$ cat src/rtl/branch_resolver.sv
// ID-stage conditional branch resolver: stalls on unresolved operands, issues a
// one-cycle PC redirect / IF/ID flush for taken branches, keeps wrapping perf counters.
module branch_resolver #(
  parameter int PC_W  = 16,
  parameter int CNT_W = 8
) (
  input  logic             clk,
  input  logic             rst_n,
  input  logic             br_valid,
  input  logic             br_type,
  input  logic             cmp_eq,
  input  logic             opnd_ready,
  input  logic [PC_W-1:0]  br_target,
  output logic             stall,
  output logic             flush_ifid,
  output logic             redirect_valid,
  output logic [PC_W-1:0]  redirect_pc,
  output logic [CNT_W-1:0] taken_cnt,
  output logic [CNT_W-1:0] resolved_cnt,
  output logic [CNT_W-1:0] stall_cnt
);

  typedef enum logic [1:0] {
    S_IDLE     = 2'd0,
    S_WAIT     = 2'd1,
    S_REDIRECT = 2'd2
  } state_t;

  state_t state, state_nx;
  logic   taken;
  logic   resolve;
  logic   stall_raw;

  assign taken = br_type ? ~cmp_eq : cmp_eq;

  always_comb begin
    state_nx  = state;
    resolve   = 1'b0;
    stall_raw = 1'b0;
    case (state)
      S_IDLE, S_WAIT: begin
        if (!br_valid) begin
          // an external flush while waiting abandons the branch silently
          state_nx = S_IDLE;
        end else if (opnd_ready) begin
          resolve  = 1'b1;
          state_nx = taken ? S_REDIRECT : S_IDLE;
        end else begin
          stall_raw = 1'b1;
          state_nx  = S_WAIT;
        end
      end
      // ID holds a wrong-path instruction here; it is squashed, never resolved
      S_REDIRECT: state_nx = S_IDLE;
      default:    state_nx = S_IDLE;
    endcase
  end

  // gated by rst_n so stall drops the instant reset is asserted
  assign stall          = stall_raw & rst_n;
  assign flush_ifid     = (state == S_REDIRECT);
  assign redirect_valid = (state == S_REDIRECT);

  always_ff @(posedge clk or negedge rst_n) begin
    if (!rst_n) begin
      state        <= S_IDLE;
      redirect_pc  <= '0;
      taken_cnt    <= '0;
      resolved_cnt <= '0;
      stall_cnt    <= '0;
    end else begin
      state <= state_nx;
      if (resolve) begin
        resolved_cnt <= resolved_cnt + CNT_W'(1);
        if (taken) begin
          taken_cnt   <= taken_cnt + CNT_W'(1);
          redirect_pc <= br_target;
        end
      end
      if (stall_raw)
        stall_cnt <= stall_cnt + CNT_W'(1);
    end
  end

endmodule

$ cat config.mk
export PLATFORM = sky130hd
export DESIGN_NAME = branch_resolver
export DESIGN_NICKNAME = d
export VERILOG_FILES = /design/src/rtl/branch_resolver.sv
export SDC_FILE = /design/constraint.sdc
export NUM_CORES = 1
export LEC_CHECK = 0
export ABC_AREA = 1
export BUFFER_PORTS_ARGS = -buffer_cell sky130_fd_sc_hd__buf_4
export CORE_UTILIZATION = 49
export DETAILED_ROUTE_END_ITERATION = 10
export PLACE_DENSITY = 0.82
export REMOVE_ABC_BUFFERS = 1
export SYNTH_ARGS = -nofsm -noshare
export SYNTH_HDL_FRONTEND = slang
export SYNTH_SLANG_ARGS = --single-unit
export TNS_END_PERCENT = 20
$ cat constraint.sdc
create_clock -name clk -period 1.57 [get_ports clk]
set_clock_uncertainty 0.1 [all_clocks]
set_input_delay 0.2355 -clock clk [delete_from_list [all_inputs] [get_ports clk]]
set_output_delay 0.2355 -clock clk [all_outputs]
set_load 0.02 [all_outputs]
==> key figures, run 1 <==
Synth
  • Async S/R FF share, synth: 1.00
  • Post-synthesis sequential area ratio: 0.546
  • Synth Cell Area: 1920 µm²
  • Most frequent cell after synthesis: nand2_1
  • Top_reg_cell synth: dfrtp_1
  • Avg Cell Area, Syn: between 8 and 9 µm²
  • Synth area leader: dfrtp_1
  • Synth warnings: 0
  • #FFs+latches synth: between 40 and 50
  • Top-area cell type share of the netlist area: 0.546
  • Number of synthesized flops with an enable pin: 0
  • Synth top cells by count: nand2_1, dfrtp_1, inv_1
  • Cell variety after synth: 16
  • Area contributors post-synth: dfrtp_1, nand2_1, inv_1, nand3_1, xnor2_1
  • Synth Instances: around 230

Timing
  • # setup viols final: 0
  • Fin. Hold Viols: 0
  • Fmax: ~680 MHz
  • Final worst path period need: 1.48 ns
  • Rel. slew slack: 0.657
  • Final setup margin: between 0.09 and 0.1 ns
  • Final period utilization: 0.942
  • Final TNS setup: 0 ns
  • RSZ-0062 raised after global routing: false
  • Max-slew violations: 0
  • Slew @ Worst Pin: approximately 0.52 ns

GRT
  • Initial antenna violation count: 0
  • First-pass GRT wire length: ~6500 µm
  • Largest net degree at the start of global routing: between 40 and 50
  • Total global routing track utilization: 0.209
  • Vias in the first global route: ~1500
  • Gr ovfl total: 0

Finish
  • # diodes: 0
  • Non-Filler Instances: 345
  • Fraction of layout instances using a drive strength above 1: 0.269
  • Syn-to-layout area delta: 34.3%
  • Nets: roughly 320

Detailed routing
  • Detailed-routing wirelength on met1: around 1700 µm
  • Final wirelength: between 3000 and 4000 µm
  • Antenna viol nets, final: 0
  • DRT iter0 DRCs: 149
  • Met3 WL post-DR: between 200 and 250 µm
  • Max layer used: met4
  • Routed length per instance: 11.4 µm
  • WL met2: around 2000 µm
  • DR DRC count: 0
  • First drt pass iteration count: 4
  • Via-per-instance ratio: roughly 4.6
  • Vias: around 1600

Clock tree
  • CTS tree: yes
  • Root buffer cell: clkbuf_8
  • Cts bufs inserted: 5
  • Worst skew pair latency: approximately 0.30 ns
  • Setup Buffers After CTS: 0
  • CTS H-tree lvls: 2
  • Clock edge transition at the registers on the reported setup and hold paths: approximately 0.070 ns
  • CTS Buffer Depth: 2
  • CTS Sinks: 42

Floorplan
  • Die area: around 4200 µm²
  • Die width: 64.7 µm
  • FP Rows: 22
  • Core area: roughly 3700 µm²
  • # IOs: between 60 and 70
  • Initial Utilization: 0.518
  • Die height: approximately 65 µm

Pwr
  • Pwr dens: ~1400 nW/µm²
  • Leakage: 1.46 nW
  • Total power: about 3.7 mW
  • Max VDD drop: ~0.00086 V

Placed design
  • Post-DP HPWL: 2840 µm
  • DP Cell Count: between 300 and 400
  • Gpl congestion: 0.735
  • Pre-CTS setup slack: between 0.2 and 0.3 ns
  • IO buf count: 64

Worst setup path
  • CP startpoint kind: input pin
  • WP buf/inv: 4
  • Worst Path Arrival: about 1.1 ns
  • Crit path max-delay family: buffers and inverters
  • CP peak stage delay: between 0.5 and 0.6 ns
  • Worst-path cell chain: dlygate4sd3_1 -> buf_4 -> inv_1 -> nor2_1 -> buf_4
  • Most used cell, CP: buf_4
  • Critical path depth: 5
  • Crit path capture type: output port
  • CP max-delay cell: dlygate4sd3_1
  • Reg2reg path depth: 5
  • Critical path type: input pin to output port
  • Critical Path RT: 1.23 ns
  • CP max FO: 2

Flow run
  • Max_cap viols: 0

Worst hold path
  • Hold Crit Class: input pin to register
  • Hold Path Depth: 3

Run status
  • Status: completed
## metrics by stage
stage	util	hold slack, ns	instance area (µm²)
after floorplan	-	-0.160	1870
after global placement	0.661	0.245	2450
after detailed placement	0.661	0.253	2450
after CTS	0.693	0.0281	2580
after global routing	0.695	0.0314	2580
final	0.695	0.0348	2580
## timing repair
item / CTS / global route
endpoints found under the hold margin: 42 / 0
hold buffers: 1 / 0
resized for setup: 1 / 1
endpoints found under the setup margin: 1 / 1
## worst register-to-register path, cell delays in order, from the launching register on
cell and delay, ns:
dfrtp_1 0.37, inv_2 0.11, nand2_1 0.06, nor2_1 0.32, nand2_1 0.12, xnor2_1 0.15
## kinds of logic after synthesis
| family | share of synthesized area |
|---|---|
| simple gates | 0.301 |
| buf+inv | 0.0741 |
| fa+ha+maj | 0.0195 |
| xor+xnor | 0.0546 |
| compound gates | 0.00455 |
| flops | 0.546 |
## state kept, by name (all words and copies together) (netlist names)
register,count
redirect_pc,16
resolved_cnt,8
stall_cnt,8
state,2
taken_cnt,8
## cell type report
type	instances	area, µm²
Tap cell	48	60.1
Timing Repair Buffer	69	533
Clock inverter	1	30.0
Fill cell	318	1130
Clock buffer	7	76.3
Inverter	24	90.1
Sequential cell	42	1050
Multi-Input combinational cell	154	743
## final timing paths
path | end | slack (ns) | start
min reg2reg | redirect_pc[10]$_DFFE_PN0P_ | 0.38 | redirect_pc[10]$_DFFE_PN0P_
max reg2reg | stall_cnt[2]$_DFFE_PN0P_ | 0.23 | state[1]$_DFF_PN0_
max | stall | 0.09 | rst_n
max in group asynchronous | taken_cnt[5]$_DFFE_PN0P_ | 0.55 | rst_n
min in group asynchronous | resolved_cnt[3]$_DFFE_PN0P_ | 0.46 | rst_n
min | redirect_pc[1]$_DFFE_PN0P_ | 0.03 | br_target[1]
## cell usage in the layout (no fill, tap or decap)
cell,count
nand2_1,104
buf_4,67
dfrtp_1,42
inv_1,23
nand3_1,14
nor2_1,12
xnor2_1,7
xor2_1,5
clkbuf_8,5
nand3b_1,4
ha_1,3
nand3_4,2
clkbuf_1,2
inv_2,1
nor2_4,1
nand3_2,1
o21ai_2,1
bufinv_16,1
dlygate4sd3_1,1
buf_12,1
## power breakdown
part           total (mW)  switching (mW)  internal [mW]
Clock               0.831           0.356          0.476
Sequential           1.62           0.281           1.34
Combinational        1.27           0.696          0.573
## per-layer routing
layer | GRT usage | vias up
li1 | - | 819
met1 | 0.252 | 727
met2 | 0.355 | 46
met3 | 0.0616 | 6
met4 | 0.0667 | 0
met5 | 0 | -
Note: power is estimated with default switching activity, not from simulation.
==> run 2: changes to the inputs <==
--- a/config.mk
+++ b/config.mk
@@ -7,7 +7,9 @@
 export LEC_CHECK = 0
 export ABC_AREA = 1
 export BUFFER_PORTS_ARGS = -buffer_cell sky130_fd_sc_hd__buf_4
+export CORE_MARGIN = 2
 export CORE_UTILIZATION = 49
+export CTS_BUF_LIST = sky130_fd_sc_hd__clkbuf_16
 export DETAILED_ROUTE_END_ITERATION = 10
 export PLACE_DENSITY = 0.82
 export REMOVE_ABC_BUFFERS = 1
==> key figures, run 2 (synthesis results as in run 1) <==
Run status
  • Status: completed

Timing
  • Max-slew violations: 0 (unchanged)
  • Slew @ Worst Pin: 0.509 ns (-0.00637 ns)
  • RSZ-0062 raised after global routing: false
  • # setup viols final: 0 (unchanged)
  • Final period utilization: 0.966 (+0.0242)
  • Final TNS setup: 0 ns (unchanged)
  • Rel. slew slack: 0.661 (+0.00425)
  • Final worst path period need: 1.52 ns (+0.0380 ns)
  • Fin. Hold Viols: 0 (unchanged)
  • Fmax: 659 MHz (-2.5%)

Detailed routing
  • Via-per-instance ratio: 4.68 (+1.1%)
  • Vias: 1611 (+0.81%)
  • DR DRC count: 0 (unchanged)
  • DRT iter0 DRCs: 61 (-59%)
  • Final wirelength: 3950 µm (+0.15%)
  • First drt pass iteration count: 4 (unchanged)
  • Routed length per instance: 11.5 µm (+0.44%)
  • Antenna viol nets, final: 0 (unchanged)

Floorplan
  • Core area: 3720 µm² (unchanged)
  • Initial Utilization: 0.518 (unchanged)
  • FP Rows: 22 (unchanged)
  • # IOs: 65 (unchanged)
  • Die area: 4440 µm² (+6.3%)
  • Die height: 66.7 µm (+3.1%)
  • Die width: 66.7 µm (+3.1%)

GRT
  • Largest net degree at the start of global routing: 43 (unchanged)
  • Total global routing track utilization: 0.199 (-0.00917)
  • First-pass GRT wire length: 6620 µm (+1.2%)
  • Vias in the first global route: 1587 (+7.6%)
  • Initial antenna violation count: 0 (unchanged)
  • Gr ovfl total: 0 (unchanged)

Worst setup path
  • R2R Path End: resolved_cnt[7]$_DFFE_PN0P_
  • CP max FO: 5 (+3)
  • WP buf/inv: 2 (-2)
  • Critical path type: register to output port
  • R2R Path Start: state[1]$_DFF_PN0_
  • CP peak stage delay: 0.38 ns (-0.15 ns)
  • Worst setup path endpoint: stall
  • Crit path max-delay family: flip-flops
  • Internal reg-to-reg setup slack: 0.15 ns (-0.08 ns)
  • Reg2reg path depth: 6 (+1)
  • Worst Path Arrival: 1.18 ns (+0.04 ns)
  • Critical Path RT: 1.23 ns (about the same)
  • CP startpoint kind: register
  • Critical Path Source: state[1]$_DFF_PN0_
  • Worst-path cell chain: inv_2 -> nand3_2 -> nor2_1 -> buf_4
  • Crit path capture type: output port
  • Critical path depth: 4 (-1)
  • CP max-delay cell: dfrtp_1

Flow run
  • Max_cap viols: 0 (unchanged)

Clock tree
  • Clock edge transition at the registers on the reported setup and hold paths: 0.06 ns (about the same)
  • Worst skew pair latency: 0.28 ns (-0.02 ns)
  • CTS H-tree lvls: 2 (unchanged)
  • CTS tree: yes
  • Root buffer cell: clkbuf_16
  • CTS Buffer Depth: 2 (unchanged)
  • CTS Sinks: 42 (unchanged)
  • Setup Buffers After CTS: 0 (unchanged)
  • Cts bufs inserted: 5 (unchanged)

Pwr
  • Max VDD drop: 0.000898 V (+4.4%)
  • Pwr dens: 1480 nW/µm² (+3.1%)
  • Leakage: 1.47 nW (+0.67%)
  • Total power: 3.86 mW (+3.9%)

Finish
  • Nets: 320 (-0.31%)
  • Fraction of layout instances using a drive strength above 1: 0.270 (+0.000910)
  • Syn-to-layout area delta: 35.3%
  • Max reg flops: 16 (unchanged)
  • Fillers: 304 (-4.4%)
  • Most frequent cells in the layout: nand2_1, buf_4, dfrtp_1, inv_1, nand3_1
  • Top reg by flops: redirect_pc
  • Final core occ: 0.701 (+0.00539)
  • # diodes: 0 (unchanged)
  • Most common cell after layout, fill and taps aside: nand2_1

Worst hold path
  • Hold Crit Class: input pin to register

Placed design
  • Gpl congestion: 0.746 (+1.6%)
  • Post-DP HPWL: 2860 µm (+0.80%)
  • IO buf count: 64 (unchanged)
## run 2: metrics by stage
stage          setup slack (ns)  cells  area, µm²  hold WS [ns]
6_report                 0.0529    344       2600        0.0510
5_1_grt                 0.00209    344       2600        0.0622
4_1_cts                  0.0404    344       2600        0.0461
3_5_place_dp              0.156    335       2450         0.241
3_3_place_gp              0.237    335       2450         0.240
2_1_floorplan             0.229    220       1870        -0.160
## run 2: how the worst min path moves through the flow
| stage | from | end | slack [ns] | depth (start not counted) |
|---|---|---|---|---|
| 6_report | br_target[8] | redirect_pc[8]$_DFFE_PN0P_ | 0.05 | 3 |
| 5_1_grt | br_target[6] | redirect_pc[6]$_DFFE_PN0P_ | 0.06 | 3 |
| 4_1_cts | br_target[8] | redirect_pc[8]$_DFFE_PN0P_ | 0.05 | 3 |
| 3_5_place_dp | rst_n | resolved_cnt[5]$_DFFE_PN0P_ | 0.24 | 2 |
| 3_3_place_gp | rst_n | resolved_cnt[5]$_DFFE_PN0P_ | 0.24 | 2 |
| 2_1_floorplan | rst_n | redirect_pc[0]$_DFFE_PN0P_ | -0.16 | 0 |
## run 2: cell type report
class / instances / area, µm² / share of cell area
well taps: 48 / 60.1 / 0.0231
repair buffers: 68 / 526 / 0.202
clock buffers: 5 / 125 / 0.0481
clock inverters: 3 / 16.3 / 0.00625
multi-input cells: 154 / 736 / 0.283
inverters: 24 / 90.1 / 0.0346
flip-flops and latches: 42 / 1050 / 0.404
## run 2: report_power, final
group          leakage, nW  internal (mW)  switching, mW  total, mW
Clock               0.0672          0.579          0.397      0.976
Combinational        0.885          0.570          0.699       1.27
Sequential           0.514           1.34          0.277       1.62
Total                 1.47           2.49           1.37       3.86
## run 2: what timing repair did
item | in CTS | in global routing
gates resized for setup | 1 | 0
endpoints found under the setup margin | 1 | 0
endpoints found under the hold margin | 42 | 0
hold buffers | 1 | 0
## run 2: routing by layer
layer | wire length, µm | GRT usage
met1 | 1570 | 0.226
met2 | 2060 | 0.354
met3 | 230 | 0.0439
met4 | 92 | 0.0944
met5 | 0 | 0
## run 2: worst min-delay path, stage by stage
cell and delay (ns):
buf_4 0.07, nand2_1 0.04, nand2_1 0.05
